--- src/rtl/fb_write_ctrl_if.sv ---
// rtl/fb_write_ctrl_if.sv - pixel, clear, memory and status signals of the framebuffer write controller
interface fb_write_ctrl_if;
    logic        pix_we;
    logic [9:0]  pix_x;
    logic [9:0]  pix_y;
    logic [3:0]  pix_data;
    logic        clear_start;
    logic [3:0]  clear_color;
    logic [16:0] mem_addr;
    logic [15:0] mem_wdata;
    logic        mem_we;
    logic        mem_re;
    logic [15:0] mem_rdata;
    logic        fifo_full;
    logic        overflow;
    logic        busy;

    modport master (
        input  pix_we, pix_x, pix_y, pix_data, clear_start, clear_color, mem_rdata,
        output mem_addr, mem_wdata, mem_we, mem_re, fifo_full, overflow, busy
    );

    modport slave (
        output pix_we, pix_x, pix_y, pix_data, clear_start, clear_color, mem_rdata,
        input  mem_addr, mem_wdata, mem_we, mem_re, fifo_full, overflow, busy
    );
endinterface

--- src/rtl/fb_write_ctrl.sv ---
// rtl/fb_write_ctrl.sv - queues 4-bit pixels and read-modify-writes them into a packed 16-bit framebuffer
module fb_write_ctrl #(
    parameter int FIFO_DEPTH = 32,
    parameter int FB_W       = 640,
    parameter int FB_H       = 480
) (
    input logic             clk,
    input logic             areset,
    fb_write_ctrl_if.master bus
);
    localparam int PW = (FIFO_DEPTH > 1) ? $clog2(FIFO_DEPTH) : 1;
    localparam int CW = $clog2(FIFO_DEPTH + 1);
    localparam logic [16:0] ROW_WORDS = 17'(FB_W / 4);
    localparam logic [16:0] LAST_ADDR = 17'((FB_W / 4) * FB_H - 1);
    localparam logic [9:0]  W_LIM     = 10'(FB_W);
    localparam logic [9:0]  H_LIM     = 10'(FB_H);
    localparam logic [PW-1:0] PTR_LAST = PW'(FIFO_DEPTH - 1);

    typedef enum logic [1:0] {IDLE, WR, CLR} state_t;

    typedef struct packed {
        logic [16:0] addr;
        logic [1:0]  nib;
        logic [3:0]  data;
    } entry_t;

    state_t        state_q, state_d;
    entry_t        fifo_mem [FIFO_DEPTH];
    logic [PW-1:0] wr_ptr, rd_ptr;
    logic [CW-1:0] count;
    entry_t        hold_q;
    logic [16:0]   clr_cnt_q;
    logic [3:0]    clr_color_q;
    logic          overflow_q;

    logic          in_range, full, empty, push, pop, clr_take;
    logic [16:0]   pix_addr;
    logic [16:0]   addr_c;
    logic [15:0]   wdata_c;
    logic          we_c, re_c;

    assign in_range = (bus.pix_x < W_LIM) && (bus.pix_y < H_LIM);
    assign full     = (count == CW'(FIFO_DEPTH));
    assign empty    = (count == '0);
    assign push     = bus.pix_we && in_range && !full;
    assign pix_addr = 17'(bus.pix_y) * ROW_WORDS + {9'd0, bus.pix_x[9:2]};

    always_ff @(posedge clk) begin
        if (areset) state_q <= IDLE;
        else        state_q <= state_d;
    end

    // clear_start outranks a pending pixel; in WR/CLR it is simply not looked at
    always_comb begin
        state_d  = state_q;
        pop      = 1'b0;
        clr_take = 1'b0;
        re_c     = 1'b0;
        we_c     = 1'b0;
        addr_c   = '0;
        wdata_c  = '0;
        case (state_q)
            IDLE: begin
                if (bus.clear_start) begin
                    clr_take = 1'b1;
                    state_d  = CLR;
                end else if (!empty) begin
                    re_c    = 1'b1;
                    addr_c  = fifo_mem[rd_ptr].addr;
                    pop     = 1'b1;
                    state_d = WR;
                end
            end
            WR: begin
                we_c    = 1'b1;
                addr_c  = hold_q.addr;
                wdata_c = bus.mem_rdata;
                wdata_c[{hold_q.nib, 2'b00} +: 4] = hold_q.data;
                state_d = IDLE;
            end
            CLR: begin
                we_c    = 1'b1;
                addr_c  = clr_cnt_q;
                wdata_c = {4{clr_color_q}};
                if (clr_cnt_q == LAST_ADDR) state_d = IDLE;
            end
            default: state_d = IDLE;
        endcase
        if (areset) begin
            pop      = 1'b0;
            clr_take = 1'b0;
            re_c     = 1'b0;
            we_c     = 1'b0;
            addr_c   = '0;
            wdata_c  = '0;
        end
    end

    always_ff @(posedge clk) begin
        if (push) fifo_mem[wr_ptr] <= '{addr: pix_addr, nib: bus.pix_x[1:0], data: bus.pix_data};
    end

    // a pixel seen while full is dropped even if this cycle also pops
    always_ff @(posedge clk) begin
        if (areset) begin
            wr_ptr     <= '0;
            rd_ptr     <= '0;
            count      <= '0;
            overflow_q <= 1'b0;
        end else begin
            if (push) wr_ptr <= (wr_ptr == PTR_LAST) ? '0 : wr_ptr + 1'b1;
            if (pop)  rd_ptr <= (rd_ptr == PTR_LAST) ? '0 : rd_ptr + 1'b1;
            count <= count + CW'(push) - CW'(pop);
            if (bus.pix_we && in_range && full) overflow_q <= 1'b1;
        end
    end

    always_ff @(posedge clk) begin
        if (areset) begin
            hold_q      <= '0;
            clr_cnt_q   <= '0;
            clr_color_q <= '0;
        end else begin
            if (pop) hold_q <= fifo_mem[rd_ptr];
            if (clr_take) begin
                clr_cnt_q   <= '0;
                clr_color_q <= bus.clear_color;
            end else if (state_q == CLR) begin
                clr_cnt_q <= clr_cnt_q + 17'd1;
            end
        end
    end

    assign bus.mem_re    = re_c;
    assign bus.mem_we    = we_c;
    assign bus.mem_addr  = addr_c;
    assign bus.mem_wdata = wdata_c;
    assign bus.fifo_full = full && !areset;
    assign bus.overflow  = overflow_q && !areset;
    assign bus.busy      = !areset && ((state_q != IDLE) || !empty);
endmodule

--- src/flat_wrapper.sv ---
// flat-port wrapper written by rule: the top's interface ports become plain ports
module fb_write_ctrl_flat 
#(
    parameter int FIFO_DEPTH = 32,
    parameter int FB_W       = 640,
    parameter int FB_H       = 480
)
  (clk, areset, bus_pix_we, bus_pix_x, bus_pix_y, bus_pix_data, bus_clear_start, bus_clear_color, bus_mem_rdata, bus_mem_addr, bus_mem_wdata, bus_mem_we, bus_mem_re, bus_fifo_full, bus_overflow, bus_busy);
  fb_write_ctrl_if bus_i ();
  input logic clk;
  input logic areset;
  input wire logic [$bits(bus_i.pix_we)-1:0] bus_pix_we;
  input wire logic [$bits(bus_i.pix_x)-1:0] bus_pix_x;
  input wire logic [$bits(bus_i.pix_y)-1:0] bus_pix_y;
  input wire logic [$bits(bus_i.pix_data)-1:0] bus_pix_data;
  input wire logic [$bits(bus_i.clear_start)-1:0] bus_clear_start;
  input wire logic [$bits(bus_i.clear_color)-1:0] bus_clear_color;
  input wire logic [$bits(bus_i.mem_rdata)-1:0] bus_mem_rdata;
  output wire logic [$bits(bus_i.mem_addr)-1:0] bus_mem_addr;
  output wire logic [$bits(bus_i.mem_wdata)-1:0] bus_mem_wdata;
  output wire logic [$bits(bus_i.mem_we)-1:0] bus_mem_we;
  output wire logic [$bits(bus_i.mem_re)-1:0] bus_mem_re;
  output wire logic [$bits(bus_i.fifo_full)-1:0] bus_fifo_full;
  output wire logic [$bits(bus_i.overflow)-1:0] bus_overflow;
  output wire logic [$bits(bus_i.busy)-1:0] bus_busy;
  assign bus_i.pix_we = bus_pix_we;
  assign bus_i.pix_x = bus_pix_x;
  assign bus_i.pix_y = bus_pix_y;
  assign bus_i.pix_data = bus_pix_data;
  assign bus_i.clear_start = bus_clear_start;
  assign bus_i.clear_color = bus_clear_color;
  assign bus_i.mem_rdata = bus_mem_rdata;
  assign bus_mem_addr = bus_i.mem_addr;
  assign bus_mem_wdata = bus_i.mem_wdata;
  assign bus_mem_we = bus_i.mem_we;
  assign bus_mem_re = bus_i.mem_re;
  assign bus_fifo_full = bus_i.fifo_full;
  assign bus_overflow = bus_i.overflow;
  assign bus_busy = bus_i.busy;
  fb_write_ctrl #(.FIFO_DEPTH(FIFO_DEPTH), .FB_W(FB_W), .FB_H(FB_H)) u_core (.clk(clk), .areset(areset), .bus(bus_i));
endmodule
--- config.mk ---
export PLATFORM = sky130hd
export DESIGN_NAME = fb_write_ctrl_flat
export DESIGN_NICKNAME = d
export VERILOG_FILES = /design/src/rtl/fb_write_ctrl_if.sv /design/src/rtl/fb_write_ctrl.sv /design/src/flat_wrapper.sv
export SDC_FILE = /design/constraint.sdc
export NUM_CORES = 1
export LEC_CHECK = 0
export BUFFER_PORTS_ARGS = -buffer_cell sky130_fd_sc_hd__buf_2
export CAP_MARGIN = 20
export CORE_MARGIN = 2
export CORE_UTILIZATION = 45
export CTS_CLUSTER_DIAMETER = 60
export CTS_CLUSTER_SIZE = 40
export DETAILED_ROUTE_END_ITERATION = 10
export PLACE_DENSITY = 0.61
export SYNTH_ARGS = -nofsm -noshare
export SYNTH_HDL_FRONTEND = slang
export SYNTH_SLANG_ARGS = --single-unit
--- constraint.sdc ---
create_clock -name clk -period 5 [get_ports clk]
set_clock_uncertainty 0.1 [all_clocks]
set_input_delay 1 -clock clk [delete_from_list [all_inputs] [get_ports clk]]
set_output_delay 1 -clock clk [all_outputs]
set_load 0.05 [all_outputs]
==> results.sh, run 1 <==
export IMPL_timing_rr_end="u_core.count[4]$_SDFF_PP0_"
export IMPL_min_path_type="flip-flop to flip-flop"
export IMPL_grt_pass1_wl_um=115000
export IMPL_gp_congestion=0.890
export IMPL_clock_sinks=804
export IMPL_drc_errors=0
export IMPL_synthToLayoutAreaGrowth_pct=12.4
export IMPL_cts_tree="built"
export IMPL_synthCells=1696
export IMPL_start_kind="flip-flop"
export IMPL_rrSetupSlack_ns=1.46
export IMPL_synth_edf_count=736
export IMPL_fin_nets=1908
export IMPL_max_stage_delay_ns=0.57
export IMPL_endpoint_kind="output port"
export IMPL_final_common_cell="edfxtp_1"
export IMPL_grt_max_degree=55
export IMPL_clkPwrFrac_pct=30.4
export IMPL_p_leak_nw=11.3
export IMPL_p_int_mw=11.0
export IMPL_grt_usage_pct=21.6
export IMPL_max_freq_mhz=213
export IMPL_use_met2_pct=37.0
export IMPL_dieArea_um2=74000
export IMPL_crit_required_ns=3.90
export IMPL_arrival_ns=3.58
export IMPL_rsz0062_at_grt="false"
export IMPL_crit_path_cell_trace="buf_12, mux4_2, mux2_2, o22ai_1, nor2_1, o21ai_1, a21oi_1, buf_2"
export IMPL_place_hpwl_um=44100
export IMPL_placed_cells=2712
export IMPL_min_period_over_period_pct=93.7
export IMPL_power_switching_mw=4.50
export IMPL_yosys_warnings=0
export IMPL_drv_slew=0
export IMPL_finalNonFillerCells=2801
export IMPL_min_path_cells=2
export IMPL_top_usage_layer="met2"
export IMPL_io_pins=86
export IMPL_r2r_start="u_core.state_q[0]$_SDFFE_PP0P_"
export IMPL_syn_nets=1791
export IMPL_routed_wl_um=79900
export IMPL_fp_row_count=98
export IMPL_hold_buffers=0
export IMPL_max_slew_margin_pct=26.8
export IMPL_cts_buffers=46
export IMPL_drtAntennaViolNets=0
export IMPL_vias=16600
export IMPL_power_density_nw_per_um2=427
export IMPL_hold_start="u_core.clr_color_q[3]$_SDFFE_PP0P_"
export IMPL_peakVddDrop_mv=0.288
export IMPL_seqPwrFrac_pct=50.0
export IMPL_async_flop_share_pct=0
export IMPL_worst_slack_ns=0.315
export IMPL_r2r_cells=15
export IMPL_syn_avg_cell_area_um2=19.1
export IMPL_die_height_um=272
export IMPL_portBuffers=85
export IMPL_viasPerCell=5.92
export IMPL_drt_first_iter_violations=1803
export IMPL_ys_dominant_reg_cell="edfxtp_1"
export IMPL_nFillCells=5621
export IMPL_grt_use_met1_pct=29.5
export IMPL_hold_violations=0
export IMPL_post_cts_resized=0
export IMPL_tns_ns=0
export IMPL_cp_max_fo=35
export IMPL_dp_slack_ns=0.772
export IMPL_holdPathEnd="u_core.clr_color_q[3]$_SDFFE_PP0P_"
export IMPL_critical_path_top_delay_family="compound AO/OA/AOI/OAI gates"
export IMPL_combPwrFrac_pct=19.6
export IMPL_finalSetupViolCount=0
export IMPL_postLayoutCellArea_um2=36300
export IMPL_synth_cell_types=46
export IMPL_dr_pass1_iters=5
export IMPL_hold_slack_ns=0.358
export IMPL_period_minus_slack_ns=4.68
export IMPL_synth_seq_cells=804
export IMPL_postPlaceCellArea_um2=34400
export IMPL_grtUsageMet3_pct=3.17
export IMPL_htree_levels=2
export IMPL_total_power_mw=15.5
export IMPL_cp_num_buf_inv=2
export IMPL_grt_overflow_total=0
export IMPL_core_area_um2=71200
export IMPL_root_buffer="clkbuf_16"
export IMPL_post_cts_setup_buffers=0
export IMPL_insertedDiodeCount=0
export IMPL_final_core_util_pct=51.0
export IMPL_synth_seq_area_share_pct=72.6
export IMPL_tightest_slew_ns=1.10
export IMPL_synth_cell_area_um2=32300
export IMPL_die_w_um=272
export IMPL_clkLatencyLatePin_ns=0.66
export IMPL_status="finished, final reports clean"
export IMPL_grt_pass1_vias=16300
export IMPL_drv_cap=0
export IMPL_path_class="flip-flop to output port"
export IMPL_clkTransAtPathRegs_ns=0.09
export IMPL_layout_common_cells="736 x edfxtp_1, 213 x mux4_2, 85 x buf_2"
export IMPL_clock_path_buffers=3
export IMPL_switching_share_pct=29.0
export IMPL_wl_per_cell_um=28.5
export IMPL_slowest_stage="dfxtp_4"
export IMPL_layout_drive_gt1_share_pct=28.5
export IMPL_start_util_pct=45.4
export IMPL_antenna_found_initial=2
[Yosys cell counts (2+ instances only)]
| master | count | area share [%] |
|---|---|---|
| a211oi_1 | 5 | 0.12 |
| a21o_1 | 3 | 0.070 |
| a21oi_1 | 79 | 1.2 |
| a22oi_1 | 17 | 0.39 |
| a31oi_1 | 3 | 0.058 |
| and2_1 | 2 | 0.039 |
| and3_1 | 4 | 0.077 |
| buf_1 | 9 | 0.10 |
| buf_2 | 10 | 0.15 |
| buf_4 | 6 | 0.14 |
| buf_6 | 9 | 0.31 |
| clkbuf_1 | 54 | 0.63 |
| dfxtp_1 | 68 | 4.2 |
| edfxtp_1 | 736 | 68 |
| fa_1 | 3 | 0.19 |
| ha_1 | 44 | 1.7 |
| inv_1 | 35 | 0.41 |
| inv_2 | 2 | 0.023 |
| mux2_1 | 9 | 0.31 |
| mux2_2 | 25 | 0.87 |
| mux4_2 | 213 | 15 |
| nand2_1 | 72 | 0.84 |
| nand2b_1 | 5 | 0.097 |
| nand3_1 | 27 | 0.42 |
| nand3b_1 | 5 | 0.12 |
| nand4_1 | 7 | 0.14 |
| nor2_1 | 96 | 1.1 |
| nor2b_1 | 3 | 0.058 |
| nor3_1 | 14 | 0.22 |
| nor3b_1 | 3 | 0.070 |
| nor4b_1 | 2 | 0.054 |
| o21ai_0 | 12 | 0.19 |
| o21ai_1 | 30 | 0.46 |
| o21bai_1 | 4 | 0.093 |
| o22ai_1 | 27 | 0.52 |
| or2_1 | 3 | 0.058 |
| or3_1 | 5 | 0.097 |
| or3b_1 | 2 | 0.054 |
| or4_1 | 2 | 0.046 |
| xnor2_1 | 18 | 0.49 |
| xor2_1 | 18 | 0.49 |
[power groups by stage]
| stage | clock (mW) | combinational [mW] | sequential, mW |
|---|---|---|---|
| 3_5_place_dp | 0 | 3.02 | 7.92 |
| 3_3_place_gp | 0 | 2.97 | 7.91 |
| 2_1_floorplan | 0 | 2.21 | 7.86 |
| 6_report | 4.71 | 3.04 | 7.77 |
| 5_1_grt | 5.04 | 3.28 | 7.78 |
| 4_1_cts | 4.81 | 3.04 | 7.77 |
[flip-flops by register name, indices dropped and copies added (netlist names), named ones only]
signal              flops
u_core.clr_cnt_q       17
u_core.fifo_mem       736
u_core.count            6
u_core.overflow_q       1
u_core.state_q          2
u_core.rd_ptr           5
u_core.hold_q          23
u_core.wr_ptr           5
u_core.clr_color_q      4
[worst reg2reg max path, cell delays in order, from the launching register on]
cell and delay (ns):
dfxtp_1 0.36, inv_1 0.10, ha_1 0.34, nand2b_1 0.19, nand2b_2 0.60, or3_1 0.55
nand2_1 0.10, ha_1 0.16, inv_1 0.06, fa_1 0.41, inv_1 0.07, a21oi_1 0.06
nor2_1 0.09, nor2_1 0.05, xor2_1 0.13, nor2_1 0.05
[how the worst max path moves through the flow]
stage                                from                               end  slack (ns)  cells past startpoint
after detailed placement  bus_clear_start                   bus_mem_addr[5]        0.77                      7
after global routing            flip-flop                  bus_mem_addr[16]        0.20                      8
after floorplan              bus_pix_y[1]  u_core.fifo_mem[0][21]$_DFFE_PP_        0.65                      8
after CTS                       flip-flop                  bus_mem_addr[16]        0.30                      8
final                           flip-flop                  bus_mem_addr[16]        0.32                      8
after global placement    bus_clear_start                   bus_mem_addr[5]        0.83                      7
[logic make-up (layout without fill, tap and decap cells)]
family | Yosys count | count (layout) | share of synthesized area, %
compound gates | 181 | 181 | 3.15
xor+xnor | 36 | 36 | 0.975
fa+ha+maj | 47 | 47 | 1.89
buf+inv | 125 | 280 | 1.77
flops | 804 | 804 | 72.6
mux | 248 | 248 | 16.1
simple gates | 255 | 255 | 3.57
[routing by layer]
layer | share of wire, % | wire [um] | vias up
met5 | 0.019 | 15 | -
met1 | 41 | 32500 | 8833
met2 | 51 | 40500 | 594
met3 | 6.7 | 5350 | 92
li1 | - | - | 7063
met4 | 2.0 | 1560 | 4
[final cells by class]
cell class	count	area [um^2]	area share [%]
clock buffers	48	1180	3.25
well taps	950	1190	3.27
multi-input cells	767	8540	23.5
flip-flops and latches	804	23500	64.6
clock inverters	38	683	1.88
inverters	37	139	0.382
repair buffers	157	1130	3.10
(Power assumes the default switching activity.)
==> inputs of run 2 (changes only) <==
--- a/config.mk
+++ b/config.mk
@@ -6,13 +6,13 @@
 export NUM_CORES = 1
 export LEC_CHECK = 0
 export BUFFER_PORTS_ARGS = -buffer_cell sky130_fd_sc_hd__buf_2
-export CAP_MARGIN = 20
+export CAP_MARGIN = 10
 export CORE_MARGIN = 2
 export CORE_UTILIZATION = 45
 export CTS_CLUSTER_DIAMETER = 60
 export CTS_CLUSTER_SIZE = 40
 export DETAILED_ROUTE_END_ITERATION = 10
-export PLACE_DENSITY = 0.61
+export SLEW_MARGIN = 15
 export SYNTH_ARGS = -nofsm -noshare
 export SYNTH_HDL_FRONTEND = slang
 export SYNTH_SLANG_ARGS = --single-unit
==> results.sh, run 2 (synthesized netlist as in run 1, its figures left out) <==
export IMPL_start_util_pct=45.4
export IMPL_arrival_ns=3.69
export IMPL_clkTransAtPathRegs_ns=0.09
export IMPL_hold_start="u_core.hold_q[6]$_SDFFE_PP0P_"
export IMPL_vias=16500
export IMPL_wl_per_cell_um=27.8
export IMPL_hold_slack_ns=0.357
export IMPL_dieArea_um2=74000
export IMPL_dr_pass1_iters=5
export IMPL_peakVddDrop_mv=0.392
export IMPL_synthToLayoutAreaGrowth_pct=13.3
export IMPL_rsz0062_at_grt="false"
export IMPL_grt_pass1_vias=16600
export IMPL_holdPathEnd="u_core.hold_q[6]$_SDFFE_PP0P_"
export IMPL_clock_sinks=804
export IMPL_final_core_util_pct=51.4
export IMPL_status="finished, final reports clean"
export IMPL_r2r_cells=7
export IMPL_postPlaceCellArea_um2=34600
export IMPL_layout_drive_gt1_share_pct=29.0
export IMPL_fp_row_count=98
export IMPL_antenna_found_initial=4
export IMPL_routed_wl_um=78300
export IMPL_post_cts_resized=0
export IMPL_insertedDiodeCount=0
export IMPL_min_period_over_period_pct=95.7
export IMPL_cts_buffers=51
export IMPL_min_path_type="flip-flop to flip-flop"
export IMPL_period_minus_slack_ns=4.79
export IMPL_fin_nets=1916
export IMPL_io_pins=86
export IMPL_viasPerCell=5.85
export IMPL_layout_common_cells="736 x edfxtp_1, 213 x mux4_2, 85 x buf_2"
export IMPL_path_class="flip-flop to output port"
export IMPL_die_w_um=272
export IMPL_drv_slew=0
export IMPL_grt_usage_pct=21.4
export IMPL_drv_cap=0
export IMPL_core_area_um2=71200
export IMPL_cp_max_fo=21
export IMPL_hold_buffers=0
export IMPL_grt_max_degree=47
export IMPL_htree_levels=2
export IMPL_largest_reg_flops=736
export IMPL_max_slew_margin_pct=21.0
export IMPL_tns_ns=0
export IMPL_start_kind="flip-flop"
export IMPL_endpoint_kind="output port"
export IMPL_hold_violations=0
export IMPL_crit_required_ns=3.90
export IMPL_die_height_um=272
export IMPL_grt_pass1_wl_um=114000
export IMPL_reg_largest_list="u_core.fifo_mem: 736 flops, u_core.hold_q: 23 flops, u_core.clr_cnt_q: 17 flops"
export IMPL_tightest_slew_ns=1.18
export IMPL_drc_errors=0
export IMPL_cts_tree="built"
export IMPL_root_buffer="clkbuf_16"
export IMPL_gp_congestion=0.863
export IMPL_drtAntennaViolNets=0
export IMPL_portBuffers=85
export IMPL_max_freq_mhz=209
export IMPL_p_leak_nw=11.4
export IMPL_final_common_cell="edfxtp_1"
export IMPL_grt_overflow_total=0
export IMPL_drt_first_iter_violations=1661
export IMPL_power_density_nw_per_um2=432
export IMPL_min_path_cells=2
export IMPL_clock_path_buffers=3
export IMPL_clkLatencyLatePin_ns=0.64
export IMPL_postLayoutCellArea_um2=36600
export IMPL_timing_rr_end="u_core.hold_q[0]$_SDFFE_PP0P_"
export IMPL_regMostFlops="u_core.fifo_mem"
export IMPL_finalSetupViolCount=0
export IMPL_rrSetupSlack_ns=1.49
export IMPL_post_cts_setup_buffers=0
export IMPL_place_hpwl_um=45300
run 2: cell count changes in the layout (fill, tap and decap cells not counted), sizes merged:
cell,delta
buf,+3
bufinv,+1
inv,-3
clkinvlp,+1
clkbuf,+5
clkinv,+5
run 2: routing by layer:
layer	wire (um)	global-route usage (%)	up-vias
met5	35	0	-
met4	1110	3.90	6
met3	4770	2.87	80
met2	38700	35.8	513
met1	33700	30.6	8775
li1	-	-	7090
run 2: critical path, stage by stage, from the launching register on:
cell and delay (ns):
dfxtp_4 0.65, buf_12 0.27, buf_12 0.18, mux4_2 0.51, mux2_1 0.33, o22ai_1 0.19, buf_4 0.19, nor2_1 0.09
o21ai_1 0.24, a21oi_1 0.15, buf_2 0.26
run 2: worst max path at each step:
| stage | cells after the start | slack, ns | start | endpoint |
|---|---|---|---|---|
| 2_1_floorplan | 8 | 0.65 | bus_pix_y[1] | u_core.fifo_mem[0][21]$_DFFE_PP_ |
| 3_3_place_gp | 7 | 0.28 | bus_clear_start | bus_mem_addr[5] |
| 3_5_place_dp | 7 | 0.30 | bus_clear_start | bus_mem_addr[5] |
| 4_1_cts | 8 | 0.02 | u_core.state_q[0]$_SDFFE_PP0P_ | bus_mem_addr[5] |
| 5_1_grt | 10 | 0.01 | flip-flop | bus_mem_addr[10] |
| 6_report | 10 | 0.21 | flip-flop | bus_mem_addr[10] |
run 2: per-stage QoR:
stage / instances / total power, mW / setup slack [ns]
after floorplan: 1696 / 10.1 / 0.654
after global placement: 2718 / 11.0 / 0.283
after detailed placement: 2718 / 11.0 / 0.297
after CTS: 2813 / 16.0 / 0.0195
after global routing: 2813 / 16.4 / 0.0109
final: 2813 / 15.8 / 0.213
run 2: power breakdown:
part	internal, mW	total (mW)	leakage (nW)	switching (mW)
logic	1.31	3.04	3.29	1.73
clock network	2.30	4.99	0.970	2.69
registers	7.65	7.78	7.17	0.132
run 2: area by class of cell:
type                    count  area [um^2]
inverters                  37          139
well taps                 950         1190
multi-input cells         767         8620
clock buffers              53         1330
fillers                  5660        34600
repair buffers            160         1150
clock inverters            42          722
flip-flops and latches    804        23500
